===== src/rtl/fetch_pkg.sv =====
// Shared types and constants for the instruction fetch unit.
package fetch_pkg;

   typedef enum logic [1:0] {
      S_REQ  = 2'd0,
      S_WAIT = 2'd1,
      S_HOLD = 2'd2
   } fetch_state_e;

   localparam logic [31:0] RESET_PC_DEFAULT = 32'h0000_0000;
   localparam logic [31:0] NOP              = 32'h0000_0013;

endpackage


===== src/rtl/fetch_unit.sv =====
// Single-outstanding-request instruction fetch unit feeding decode.
// Optional performance counters are enabled with the FETCH_PERF_CNT_EN macro.
module fetch_unit
   import fetch_pkg::*;
#(
   parameter logic [31:0] RESET_PC = RESET_PC_DEFAULT
) (
   input  logic        i_clk,
   input  logic        i_rst,
   input  logic        i_redirect,
   input  logic [31:0] i_redirect_pc,
   output logic        o_imem_req,
   output logic [31:0] o_imem_addr,
   input  logic        i_imem_gnt,
   input  logic        i_imem_rvalid,
   input  logic [31:0] i_imem_rdata,
   output logic        o_instr_valid,
   output logic [31:0] o_instr,
   output logic [31:0] o_pc,
   output logic [31:0] o_pc_plus4,
   input  logic        i_instr_ready,
   output logic [31:0] o_fetch_cnt,
   output logic [31:0] o_stall_cnt
);

   // Handshakes: a memory request transfers when o_imem_req && i_imem_gnt;
   // an instruction transfers to decode when o_instr_valid && i_instr_ready,
   // and the offered instruction/pc stay stable until that transfer.

   fetch_state_e state_q, state_d;
   logic [31:0]  pc_q, pc_d;
   logic [31:0]  buf_q, buf_d;
   logic         drop_q, drop_d;
   logic         req_w;
   logic         handshake_w;

   // A stale response is still owed while drop_q is set, so no new request.
   assign req_w       = (state_q == S_REQ) && !drop_q;
   assign handshake_w = (state_q == S_HOLD) && i_instr_ready && !i_redirect;

   // State register
   always_ff @(posedge i_clk) begin
      if (i_rst) begin
         state_q <= S_REQ;
      end else begin
         state_q <= state_d;
      end
   end

   // Next-state logic
   always_comb begin
      state_d = state_q;
      if (i_redirect) begin
         state_d = S_REQ;
      end else begin
         case (state_q)
            S_REQ:   if (req_w && i_imem_gnt) state_d = S_WAIT;
            S_WAIT:  if (i_imem_rvalid)       state_d = S_HOLD;
            S_HOLD:  if (i_instr_ready)       state_d = S_REQ;
            default: state_d = S_REQ;
         endcase
      end
   end

   // Output logic; reset masks the registered values during the reset cycle
   always_comb begin
      o_imem_req    = req_w && !i_rst;
      o_instr_valid = (state_q == S_HOLD) && !i_rst;
      o_instr       = i_rst ? 32'h0 : buf_q;
      o_pc          = i_rst ? RESET_PC : pc_q;
      o_imem_addr   = o_pc;
      o_pc_plus4    = o_pc + 32'd4;
   end

   // Datapath: pc, instruction buffer and stale-response drop flag
   always_comb begin
      pc_d   = pc_q;
      buf_d  = buf_q;
      drop_d = drop_q;
      if (i_redirect) begin
         pc_d   = i_redirect_pc;
         buf_d  = 32'h0;
         drop_d = ((state_q == S_WAIT) && !i_imem_rvalid)
                | (req_w && i_imem_gnt)
                | (drop_q && !i_imem_rvalid);
      end else begin
         if (drop_q && i_imem_rvalid) begin
            drop_d = 1'b0;
         end
         if ((state_q == S_WAIT) && i_imem_rvalid) begin
            buf_d = i_imem_rdata;
         end
         if (handshake_w) begin
            pc_d = pc_q + 32'd4;
         end
      end
   end

   always_ff @(posedge i_clk) begin
      if (i_rst) begin
         pc_q   <= RESET_PC;
         buf_q  <= 32'h0;
         drop_q <= 1'b0;
      end else begin
         pc_q   <= pc_d;
         buf_q  <= buf_d;
         drop_q <= drop_d;
      end
   end

`ifdef FETCH_PERF_CNT_EN
   logic [31:0] fetch_cnt_q, fetch_cnt_d;
   logic [31:0] stall_cnt_q, stall_cnt_d;

   always_comb begin
      fetch_cnt_d = fetch_cnt_q;
      stall_cnt_d = stall_cnt_q;
      if (handshake_w) begin
         fetch_cnt_d = fetch_cnt_q + 32'd1;
      end
      if (o_instr_valid && !i_instr_ready) begin
         stall_cnt_d = stall_cnt_q + 32'd1;
      end
   end

   always_ff @(posedge i_clk) begin
      if (i_rst) begin
         fetch_cnt_q <= 32'h0;
         stall_cnt_q <= 32'h0;
      end else begin
         fetch_cnt_q <= fetch_cnt_d;
         stall_cnt_q <= stall_cnt_d;
      end
   end

   assign o_fetch_cnt = fetch_cnt_q;
   assign o_stall_cnt = stall_cnt_q;
`else
   assign o_fetch_cnt = 32'h0;
   assign o_stall_cnt = 32'h0;
`endif

endmodule


===== config.mk =====
export PLATFORM = sky130hd
export DESIGN_NAME = fetch_unit
export DESIGN_NICKNAME = d
export VERILOG_FILES = /design/src/rtl/fetch_pkg.sv /design/src/rtl/fetch_unit.sv
export SDC_FILE = /design/constraint.sdc
export NUM_CORES = 1
export LEC_CHECK = 0
export BUFFER_PORTS_ARGS = -buffer_cell sky130_fd_sc_hd__buf_4
export CAP_MARGIN = 40
export CORE_MARGIN = 2
export CORE_UTILIZATION = 46
export DETAILED_ROUTE_END_ITERATION = 10
export GPL_ROUTABILITY_DRIVEN = 0
export PLACE_DENSITY = 0.82
export SLEW_MARGIN = 40
export SYNTH_ARGS = -nofsm -noshare
export SYNTH_HDL_FRONTEND = slang
export SYNTH_SLANG_ARGS = --single-unit

===== constraint.sdc =====
create_clock -name i_clk -period 3.6 [get_ports i_clk]
set_input_delay 0.54 -clock i_clk [delete_from_list [all_inputs] [get_ports i_clk]]
set_output_delay 0.54 -clock i_clk [all_outputs]
set_load 0.01 [all_outputs]

## Word-level counts from Yosys, hierarchy flattened

Cells that the tools add are included.

- Add/subtract/negate cells: 2
- Equality and inequality tests: 5
- Multiplexer cells: 10
- Reductions and logical operators: 19
- Bitwise logic cells: 2

Operators by type and width:

| kind | count |
|---|---|
| 32-bit 2-to-1 mux | 4 |
| 32-bit by 3-bit adder with 32-bit output, second input constant | 2 |
| 1-bit logical AND | 10 |
| 2-bit 2-to-1 mux | 3 |
| 2-bit one-hot mux with 3 select lines | 1 |
| 1-bit zero test | 4 |
| 2-bit inequality test, second input constant | 2 |
| 2-bit nonzero test | 2 |
| 3-bit AND reduction | 1 |
| 2-bit by 1-bit == test with 1-bit output, second input constant | 1 |
| 2-bit == test, second input constant | 1 |
| 2-bit zero test | 1 |
| 1-bit 2-to-1 mux | 2 |
| 2-bit by 1-bit inequality test with 1-bit output, second input constant | 1 |
| 1-bit OR | 2 |
| 2-bit OR reduction | 1 |

- Output and inout port bits: 194
- Word-level logic and storage cells: 42
- Flip-flop bits (word level): 67
- Input bits: 70

## Logic depth before layout (Yosys ltp)

- Word-level depth: 6
- Gate-level depth with buffers: 11
- Depth with buffers taken out: 6

## Worst setup path after synthesis

Ideal clock, no wire load.

- Kind: input-to-output
- From: in i_rst
- To: out o_pc_plus4[26]
- Path buffers: 4
- Stages on the path: 10
- Arrival: 3066 ps
- Slack: -6 ps
- Required time: 3060 ps
- Cell sequence: buf_2 clkbuf_1 clkbuf_1 nor2b_1 ha_1 nand3_1 or4_1 clkbuf_1 or4_1 a21oi_1

- Word-level cells in the longest chain between the ends: 2

Ends and longest elaborated chain:

| element | line | RTL |
|---|---|---|
| start: declaration | fetch_unit.sv:9 | `input logic i_rst,` |
| 32-bit 2-to-1 mux | fetch_unit.sv:70 | `o_pc = i_rst ? RESET_PC : pc_q;` |
| via o_imem_addr[2] | fetch_unit.sv:13 | `output logic [31:0] o_imem_addr,` |
| 32-bit by 3-bit adder with 32-bit output | fetch_unit.sv:72 | `o_pc_plus4 = o_pc + 32'd4;` |
| end: declaration | fetch_unit.sv:20 | `output logic [31:0] o_pc_plus4,` |

The timed path passes the listed nets, and every way through them passes these cells.

## Final worst setup path

- From: reg pc_q[2]
- To: out o_pc_plus4[24]

- Word-level cells in the longest chain between the ends: 2

Ends and longest elaborated chain:

| element | line | RTL |
|---|---|---|
| start: declaration | fetch_unit.sv:31 | `logic [31:0] pc_q, pc_d;` |
| start signal: assignment | fetch_unit.sv:105 | `pc_q <= pc_d;` |
| 32-bit 2-to-1 mux | fetch_unit.sv:70 |  |
| 32-bit by 3-bit adder with 32-bit output | fetch_unit.sv:72 |  |

Every way passes these cells.

==> results.cfg <==
[synth]
avgSynthCellArea_um2 = 7.32
synth_top_area_share_pct = 27.3
synth-seq-cells = 67
yosysWarnings = 0
seq_area_frac_synth_pct = 27.3
ys_types = 51
synth.largest_area_cell = dfxtp_1
async_reset_ff_share_pct = 0
mappedNetlistArea_um2 = 4910
syn_inst = 671
synth_area_leaders = dfxtp_1 (27%), buf_4 (15%), nor2b_1 (8.2%)
synth_edf_count = 0
synth_ff_type = dfxtp_1

[worst_setup_path]
endpoint_kind = output pin
cp.required_ns = 3.06
critPathMaxFanout = 11
r2r_start = pc_q[2]
startpoint = pc_q[2]
r2r-end = pc_q[26]
critPathLaunchType = flip-flop
reg2regPathDepth = 5
r2r_slack_ns = 1.19
critPathArrivalTime_ns = 2.75
critPathKind = flip-flop to output pin

[clock_network]
cts_hold_repair.buffers = 0
cts_tree = done
post_cts_buffers = 0
cts_resized = 0
cts_made_buffers = 9
insertion_delay_ns = 0.35
cts_sinks = 67
h-tree-depth = 3
cts.path.max_buffers = 2
cts_root_buf = clkbuf_8
cts.clk_slew.worst_paths_ns = 0.09

[global_routing]
grt_pass1_wl_um = 21300
track_usage_pct = 22.9
grt_max_degree = 41
grt.overflow.total = 0
grt_pass1_vias = 4472
antenna_found_initial = 0

[sta]
hold_viol = 0
maxSlewHeadroom_pct = 57.0
setup_viol_count_final = 0
drv_slew = 0
min_period_over_period_pct = 91.3
fmax_mhz = 304
fin_worst_skew_ns = 0.0119
fin_crit_ns = 3.29
setup_tns_ns = 0
worst_slack_ns = 0.315
rsz0062_at_grt = false
tightest_slew_ns = 0.639

[power_and_ir_drop]
pwr-share-seq_pct = 41.4
vdd_drop_max_uv = 196
p_leak_nw = 2.61
p_clk_share_pct = 40.8
switchingPower_mw = 0.553
pwr-share-comb_pct = 17.8
p_per_area_nw_per_um2 = 317
p_int_mw = 1.42
p_sw_share_pct = 28.1
power.total_mw = 1.97

[cells_and_area]
nNetsFinal = 876
layout_commonest_cell = buf_4
n_antenna_cell = 0
final_cell_mix = buf_4 (209), nand2_1 (87), dfxtp_1 (67)
fin_area_um2 = 6200
areaGrowthSynthToFinish_pct = 26.3
drive_gt1_share_pct = 29.3

[run]
cap_violations = 0

[floorplan]
rows = 37
start_util_pct = 47.6
core_area_um2 = 10300
die_y_um = 107
pin_count = 264
die-area_um2 = 11500
die-width_um = 107

[route]
wire_per_inst_um = 14.4
dr.pass1.iters = 4
wl_um = 13600
dr_wl_met2_um = 6580
top_layer = met4
viasPerCell = 5.16
vias = 4875
drt_iter0_drc = 195
ant_nets = 0
met1_length_um = 5470
drc = 0
wl_met3_um = 1350

[placement]
dp_hpwl_um = 10100
place_area_um2 = 5950
pre_cts_ws_ns = 0.304
io_buffers = 199

[min_path]
min_from = i_redirect_pc[1]
min_to = pc_q[1]
hold_depth = 3
hold_class = primary input to flip-flop

[run_status]
status = finished, final reports clean
metal layers:
| metal | up-vias | GRT usage (%) |
|---|---|---|
| met5 | - | 0 |
| met4 | 0 | 7.78 |
| met3 | 16 | 6.66 |
| met2 | 227 | 38.9 |
| met1 | 2222 | 27.8 |
| li1 | 2410 | - |
registers in the layout, summed over array words and instances (netlist names):
signal   cells
state_q      2
pc_q        32
drop_q       1
buf_q       32
critical path: stages, from the launching register on:
cell and delay [ns]:
dfxtp_1 0.41, nor2b_2 0.23, ha_1 0.21, nand3_1 0.20, or4_4 0.52, buf_4 0.19
or3_1 0.34, a21oi_1 0.14, buf_4 0.13
cells in the mapped netlist, types with 6 or more instances:
master    count
and2_1        6
nor2_1       34
nor3_1       17
nand4_1      12
a311oi_1     12
dfxtp_1      67
nor2b_1      64
xnor2_1      16
buf_4        98
clkbuf_1     41
o31ai_1       9
buf_2         6
or3_1        13
nor4_1        8
a211oi_1      7
a21oi_1      48
nand3_1      12
xor2_1        8
inv_1         8
or4_1        13
nand2_1      87
o21ai_0      20
nand2b_1      6
worst max path at each step:
| stage | end | slack (ns) | depth (start not counted) |
|---|---|---|---|
| finish | o_pc_plus4[24] | 0.31 | 8 |
| floorplan | o_pc_plus4[26] | 0.02 | 10 |
| global route | o_pc_plus4[22] | 0.1 | 8 |
| global placement | o_pc_plus4[18] | 0.34 | 9 |
| detailed placement | o_pc_plus4[24] | 0.30 | 9 |
| CTS | o_pc_plus4[24] | 0.19 | 8 |
kinds of logic (layout without fill, tap and decap cells):
logic type	after synthesis	after routing	synth area share, %
multiplexers	2	2	0.408
XOR/XNOR	24	24	4.28
other	1	64	0.0763
AND/OR/NAND/NOR	296	296	32.1
AO/OA/AOI/OAI	121	121	15.5
buffers and inverters	158	233	19.8
adder cells (fa/ha/maj)	2	2	0.509
flip-flops	67	67	27.3
power groups by stage:
stage	registers, mW	clock network [mW]	logic (mW)
3_5_place_dp	0.831	0	0.349
5_1_grt	0.822	0.833	0.383
4_1_cts	0.814	0.808	0.351
2_1_floorplan	0.809	0	0.275
3_3_place_gp	0.830	0	0.346
6_report	0.815	0.804	0.350
metrics by stage:
step / hold WS (ns) / utilization, % / cells
after floorplan: 0.432 / - / 734
after global placement: 0.438 / 57.6 / 929
after detailed placement: 0.442 / 57.6 / 929
after CTS: 0.415 / 60.1 / 945
after global routing: 0.416 / 60.1 / 945
final: 0.418 / 60.1 / 945
area by class of cell:
cell class | count | area [um^2]
multi-input cells | 509 | 2840
fillers | 992 | 4120
clock buffers | 10 | 138
well taps | 136 | 170
flip-flops and latches | 67 | 1340
repair buffers | 209 | 1570
inverters | 8 | 30.0
clock inverters | 6 | 111
Note: power is estimated with default switching activity, not from simulation.
